**src/rtl/octave_select_ctrl.sv**
```systemverilog
`default_nettype none
// ============================================================================
//  Module      : octave_select_ctrl
//  Description : Debounces the raw octave-up / octave-down pushbuttons and
//                turns them into single-cycle 2-bit select pulses for the
//                octave register stage (01 = up, 10 = down, 00 = idle).
//                Holding one button can auto-repeat the pulse. Simultaneous
//                or overlapping presses are locked out until both buttons
//                are released.
//  Revision    : 1.0  initial release
// ----------------------------------------------------------------------------
//  Ports
//    clk        in   system clock, rising edge
//    rst_n      in   asynchronous active-low reset
//    btn_up     in   raw octave-up button (async, bouncy, active-high)
//    btn_down   in   raw octave-down button (async, bouncy, active-high)
//    select     out  [1:0] registered command pulse: 00 idle, 01 up, 10 down
//    up_level   out  registered debounced level of btn_up
//    down_level out  registered debounced level of btn_down
// ============================================================================
module octave_select_ctrl #(
   parameter int DEBOUNCE_CYCLES = 500000,
   parameter int REPEAT_CYCLES   = 50000000,
   parameter int REPEAT_EN       = 1
) (
   input  logic       clk,
   input  logic       rst_n,
   input  logic       btn_up,
   input  logic       btn_down,
   output logic [1:0] select,
   output logic       up_level,
   output logic       down_level
);

   localparam int DB_W = $clog2(DEBOUNCE_CYCLES);
   localparam int RP_W = $clog2(REPEAT_CYCLES);
   localparam logic [DB_W-1:0] DB_LAST = DB_W'(DEBOUNCE_CYCLES - 1);
   localparam logic [RP_W-1:0] RP_LAST = RP_W'(REPEAT_CYCLES - 1);

   localparam logic [1:0] SEL_IDLE = 2'b00;
   localparam logic [1:0] SEL_UP   = 2'b01;
   localparam logic [1:0] SEL_DOWN = 2'b10;

   typedef enum logic [1:0] {
      IDLE      = 2'd0,
      HOLD_UP   = 2'd1,
      HOLD_DOWN = 2'd2,
      LOCKOUT   = 2'd3
   } state_t;

   // bit 0 = up button, bit 1 = down button
   logic [1:0] raw;
   logic [1:0] level;
   logic [1:0] level_d;

   assign raw = {btn_down, btn_up};

   // ------------------------------------------------------------------------
   // Per-button synchronizer and debouncer. The level only follows the
   // synchronized input after DEBOUNCE_CYCLES consecutive disagreeing
   // samples; any agreeing sample restarts the count.
   // ------------------------------------------------------------------------
   for (genvar i = 0; i < 2; i++) begin : g_btn
      logic            s1;
      logic            s2;
      logic            lvl;
      logic [DB_W-1:0] cnt;

      always_ff @(posedge clk or negedge rst_n) begin
         if (!rst_n) begin
            s1  <= 1'b0;
            s2  <= 1'b0;
            lvl <= 1'b0;
            cnt <= '0;
         end else begin
            s1 <= raw[i];
            s2 <= s1;
            if (s2 != lvl) begin
               if (cnt == DB_LAST) begin
                  lvl <= s2;
                  cnt <= '0;
               end else begin
                  cnt <= cnt + DB_W'(1);
               end
            end else begin
               cnt <= '0;
            end
         end
      end

      assign level[i] = lvl;
   end

   assign up_level   = level[0];
   assign down_level = level[1];

   always_ff @(posedge clk or negedge rst_n) begin
      if (!rst_n) begin
         level_d <= 2'b00;
      end else begin
         level_d <= level;
      end
   end

   logic rise_up;
   logic rise_down;

   assign rise_up   = level[0] & ~level_d[0];
   assign rise_down = level[1] & ~level_d[1];

   // ------------------------------------------------------------------------
   // Command FSM
   // ------------------------------------------------------------------------
   state_t          state;
   state_t          state_nx;
   logic [1:0]      select_nx;
   logic [RP_W-1:0] rpt_cnt;
   logic [RP_W-1:0] rpt_nx;

   always_ff @(posedge clk or negedge rst_n) begin
      if (!rst_n) begin
         state   <= IDLE;
         select  <= SEL_IDLE;
         rpt_cnt <= '0;
      end else begin
         state   <= state_nx;
         select  <= select_nx;
         rpt_cnt <= rpt_nx;
      end
   end

   always_comb begin
      state_nx  = state;
      select_nx = SEL_IDLE;
      rpt_nx    = rpt_cnt;
      case (state)
         IDLE: begin
            // A rise with the other button already (or simultaneously) down
            // is ambiguous: issue nothing and wait for a full release.
            if ((rise_up && down_level) || (rise_down && up_level)) begin
               state_nx = LOCKOUT;
            end else if (rise_up) begin
               select_nx = SEL_UP;
               state_nx  = HOLD_UP;
               rpt_nx    = '0;
            end else if (rise_down) begin
               select_nx = SEL_DOWN;
               state_nx  = HOLD_DOWN;
               rpt_nx    = '0;
            end
         end
         HOLD_UP: begin
            if (down_level) begin
               state_nx = LOCKOUT;
            end else if (!up_level) begin
               state_nx = IDLE;
            end else if (rpt_cnt == RP_LAST) begin
               // With repeat disabled the counter parks at its last value.
               if (REPEAT_EN != 0) begin
                  select_nx = SEL_UP;
                  rpt_nx    = '0;
               end
            end else begin
               rpt_nx = rpt_cnt + RP_W'(1);
            end
         end
         HOLD_DOWN: begin
            if (up_level) begin
               state_nx = LOCKOUT;
            end else if (!down_level) begin
               state_nx = IDLE;
            end else if (rpt_cnt == RP_LAST) begin
               if (REPEAT_EN != 0) begin
                  select_nx = SEL_DOWN;
                  rpt_nx    = '0;
               end
            end else begin
               rpt_nx = rpt_cnt + RP_W'(1);
            end
         end
         LOCKOUT: begin
            if (!up_level && !down_level) begin
               state_nx = IDLE;
            end
         end
         default: begin
            state_nx = IDLE;
         end
      endcase
   end

endmodule
`default_nettype wire

```
**config.mk**
```make
export PLATFORM = sky130hd
export DESIGN_NAME = octave_select_ctrl
export DESIGN_NICKNAME = d
export VERILOG_FILES = /design/src/rtl/octave_select_ctrl.sv
export SDC_FILE = /design/constraint.sdc
export NUM_CORES = 1
export LEC_CHECK = 0
export CORE_UTILIZATION = 25
export CTS_CLUSTER_SIZE = 20
export DETAILED_ROUTE_END_ITERATION = 7
export PLACE_DENSITY_LB_ADDON = 0.08
export SYNTH_ARGS = -nofsm -noshare
export SYNTH_HDL_FRONTEND = slang
export SYNTH_SLANG_ARGS = --single-unit
```
**constraint.sdc**
```tcl
create_clock -name clk -period 5 [get_ports clk]
set_input_delay 1 -clock clk [delete_from_list [all_inputs] [get_ports clk]]
set_output_delay 1 -clock clk [all_outputs]
set_load 0.01 [all_outputs]
```
# Word-level counts from Yosys, hierarchy flattened
# Index checks and enable logic that the tools add are counted.
# totals
elab_cells,81
output_inout_bits,4
register_bits,76
# classes
n_addsub,3
n_eq_ne,18
bitwise_logic,4
reduce_logical,12
mux,32
# ops
op,count
two-way mux 26 bit,8
case mux 26 bit (3 select lines),1
two-way mux 19 bit,4
"adder 19 x 1 -> 19 bit, second input constant",2
"== test 19 bit, second input constant",2
two-way mux 2 bit,14
"adder 26 x 1 -> 26 bit, second input constant",1
"== test 26 bit, second input constant",1
"inequality test 2 bit, second input constant",6
"inequality test 3 bit, second input constant",3
case mux 2 bit (4 select lines),1
AND reduction 7 bit,1
case mux 2 bit (3 select lines),1
"== test 2 bit, second input constant",2
"inequality test 4 bit, second input constant",1
AND reduction 2 bit,2
AND reduction 4 bit,1
logical AND 1 bit,3
two-way mux 1 bit,3
nonzero test 3 bit,1
AND 1 bit,2
"== test 2 x 1 -> 1 bit, second input constant",1
logical NOT 1 bit,2
logical NOT 2 bit,1
3 further kinds,5

# Depth between registers and ports, before layout
# logic_depth
word_depth,6
ltp_mapped,8
mapped_depth_nobuf,7

# Worst setup path after synthesis
# No wires, ideal clock.
# synth_path
kind,flip-flop to flip-flop
start,register g_btn[1].lvl (netlist: down_level)
end,register rpt_cnt[11]
t_arrival_ns,1.970
path_stages_with_launch,7
n_path_buf,1
path_slack_ns,2.944
t_required_ns,4.914
setup_time_ns,0.086
path_cell_list,dfrtp_1 > buf_6 > or3b_1 > a31oi_4 > o21ai_2 > or4_4 > o221ai_2
# synth_between
elab_chain_cells,5
elab_cells_between_ends,9
cone_classes,4 x eq/ne; 1 x bitwise; 4 x reduce/logical
# synth_rtl
element,line,text
from (decl),66,logic lvl;
from (signal assigned),73,lvl <= 1'b0;
from (signal assigned),80,lvl <= s2;
AND 1 bit,109,assign rise_down = level[1] & ~level_d[1];
logical AND 1 bit,140,if ((rise_up && down_level) || (rise_down && up_level)) begin
logical OR 1 bit,140,
inequality test 2 bit (no source line),n/a,
AND reduction 7 bit (no source line) (*),n/a,
to (signal assigned),128,rpt_cnt <= rpt_nx;
to (decl),117,logic [RP_W-1:0] rpt_cnt;
# Mark *: on every way between the ends. The rest lies on a longest branch, timed or not.
# A chain may end at the register's enable or synchronous reset.

# Worst setup path after layout
# layout_path
start,register g_btn[1].lvl (netlist: down_level)
end,output down_level
# layout_lines
element,line,text
to (decl),32,output logic down_level
# No word-level cell between the ends.

==> flow_summary.ini <==
[sta]
max-slew-margin-rel_pct = 33.8
hold_viol = 0
drv_slew = 0
setup_viol = 0
max_slew.worst_pin.slew_ns = 0.992
period_needed_ns = 2.50
achievable-frequency_mhz = 400
tns_ns = 0
finalClockSkew_ns = 0.00865
rsz0062_at_grt = false
finalCritPeriodShare_pct = 50.1

[critical_path]
slowest_delay_ns = 0.61
crit_type = reg2out
crit_fanout = 12
endpoint_kind = output pin
crit_family = buffers and inverters
cp-startpoint = down_level
arrival_ns = 1.50
slowest_stage = clkdlybuf4s50_1
start_kind = flip-flop
reg2reg_from = down_level
path_cells = clkdlybuf4s50_1
cp.required_ns = 4.00
critPathBufInv = 1

[global_route]
grt_max_degree = 77
antenna_found_initial = 0
grt_usage_pct = 12.2
grt_pass1_wl_um = 15300
grt_pass1_vias = 2966
overflow = 0

[routing]
viasPerCell = 4.69
drc = 0
wirelength_met1_um = 4650
wire_per_inst_um = 14.1
wirelength_um = 9030
firstDrtPassIters = 4
wl_met2_um = 3890
wl_met3_um = 273
vias = 3004
drt_iter0_markers = 193
top_layer_used = met4
drtAntennaViolNets = 0

[clocking]
clk_latency_ns = 0.34
cts_hold_buf = 0
clk_pin_slew_ns = 0.05
cts_setup_buffers = 0
htreeDepth = 3
cts_resized = 0
clk_path_buf_depth = 2
cts_tree = yes
root_buffer = clkbuf_16
cts_buffers = 9
cts.sink_count = 76

[final_layout]
fin_nets = 438
area_growth_syn_to_layout_pct = 14.6
drive_gt1_share_pct = 6.53
n_fill_cell = 1645
finalInstanceArea_mm2 = 0.00452
n_antenna_cell = 0

[placed_design]
hpwl_um = 6070
numPortBuffers = 7
gp_congestion = 0.684
placed_area_mm2 = 0.00423

[pwr]
vdd_drop_max_uv = 111
internal_power_mw = 1.04
p_leak_nw = 1.79
seqPwrFrac_pct = 47.7
clock_power_share_pct = 50.1
switching_share_pct = 21.1
p_per_area_mw_per_mm2 = 290
switchingPower_mw = 0.276
combPwrFrac_pct = 2.2

[yosys]
synth_edf_count = 0
syn_avg_cell_area_um2 = 9.43
yosysTopAreaCell = dfrtp_1
yosysMostFrequentCell = dfrtp_1
synth_ff_type = dfrtp_1
synthesis.area_mm2 = 0.00394
yosysTopAreaCellShare_pct = 48.2
yosys_register_bits = 76
syn_inst = 418
ys_top_cells_by_area = dfrtp_1 48%, nor2_1 5.4%, xor2_1 5.3%, nand2_1 4.4%, xnor2_1 2.9%
synth_common_cells = 76 x dfrtp_1, 57 x nor2_1, 46 x nand2_1
async_flop_share_pct = 100
ys_warn_count = 0
synth_fp_nets = 430
ys_types = 51
yosysSeqAreaShare_pct = 48.2

[die]
dieArea_mm2 = 0.0163
die_y_um = 128
rows = 45
core_area_mm2 = 0.0153
io_pins = 8
initial_utilization_pct = 25.7
fp.dieW_um = 128

[run]
maxCapViolations = 0

[run_status]
status = complete, no violations

[min_path]
hold_path.class = reg2reg
worstHoldStart = g_btn[0].s1
[path summary, 6_finish.rpt]
path	depth (start not counted)	to	slack, ns
worst max-delay path	1	down_level	2.50
worst min-delay path	0	g_btn[0].s2	0.35
worst max register to register	5	rpt_cnt[22]	2.56
worst min register to register	0	g_btn[0].s2	0.35
max in group asynchronous	1	state[0]	3.54
min in group asynchronous	1	g_btn[1].cnt[7]	0.83
[per-stage QoR]
| stage | hold slack [ns] | std cells | util, % | setup slack [ns] | total power [mW] |
|---|---|---|---|---|---|
| detailed placement | 0.336 | 626 | 27.6 | 2.54 | 0.667 |
| finish | 0.347 | 640 | 29.5 | 2.50 | 1.31 |
| floorplan | 0.331 | 418 | - | 2.94 | 0.648 |
| global placement | 0.335 | 626 | 27.6 | 2.61 | 0.667 |
| global route | 0.358 | 640 | 29.5 | 2.31 | 1.36 |
| CTS | 0.348 | 640 | 29.5 | 2.47 | 1.34 |
[area by class of cell]
| type | instances | area [µm²] | area share (%) |
|---|---|---|---|
| well taps | 211 | 264 | 5.84 |
| multi-input cells | 320 | 1950 | 43.1 |
| clock inverters | 2 | 35.0 | 0.775 |
| inverters | 11 | 41.3 | 0.914 |
| flip-flops and latches | 76 | 1900 | 42.1 |
| clock buffers | 12 | 256 | 5.68 |
| repair buffers | 8 | 75.1 | 1.66 |
[cell families (layout without fill, tap and decap cells)]
group | Yosys count | after routing | share of synthesized area, %
DFF | 76 | 76 | 48.2
AOI/OAI and AO/OA | 65 | 65 | 11.2
and+or+nand+nor | 209 | 209 | 27.1
muxes | 1 | 1 | 0.286
adders and majority gates | 8 | 8 | 2.54
buffers and inverters | 22 | 33 | 2.41
xor gates and xnor gates | 37 | 37 | 8.22
[layout by cell type, fill, tap and decap left out, types with 3 or more instances in the layout]
cell / n
nand2_1: 46
nand3_1: 22
nor2b_1: 3
a21oi_1: 15
or2_2: 6
nor4b_1: 3
and4_1: 4
dfrtp_1: 76
nor3_1: 8
a22o_1: 6
nor4_1: 7
o21ai_0: 15
nand2b_1: 4
o31ai_1: 5
o22ai_1: 3
xnor2_1: 13
clkbuf_16: 9
nand4b_1: 3
nand3b_1: 3
and3_1: 6
inv_1: 11
clkdlybuf4s50_1: 6
or3_1: 7
nand4_1: 15
or4_1: 6
xor2_1: 24
ha_1: 8
nor2_1: 57
o21ai_1: 5
[power groups by stage]
stage	clock network, mW	registers, mW	logic (mW)
final	0.657	0.626	0.0283
after global placement	0	0.637	0.0306
after floorplan	0	0.636	0.0122
after global routing	0.701	0.626	0.0338
after CTS	0.684	0.625	0.0302
after detailed placement	0	0.637	0.0301
[sequential cells by signal, summed over array words and instances (netlist names)]
signal      count
level_d         2
up_level        1
g_btn.s2        2
g_btn.s1        2
rpt_cnt        26
g_btn.cnt      38
state           2
select          2
down_level      1
[per-layer routing]
| metal | up-vias | track usage, % |
|---|---|---|
| li1 | 1499 | - |
| met1 | 1448 | 17.1 |
| met2 | 43 | 17.8 |
| met3 | 14 | 2.09 |
| met4 | 0 | 6.99 |
| met5 | - | 0 |
Note: power is estimated with default switching activity, not from simulation.
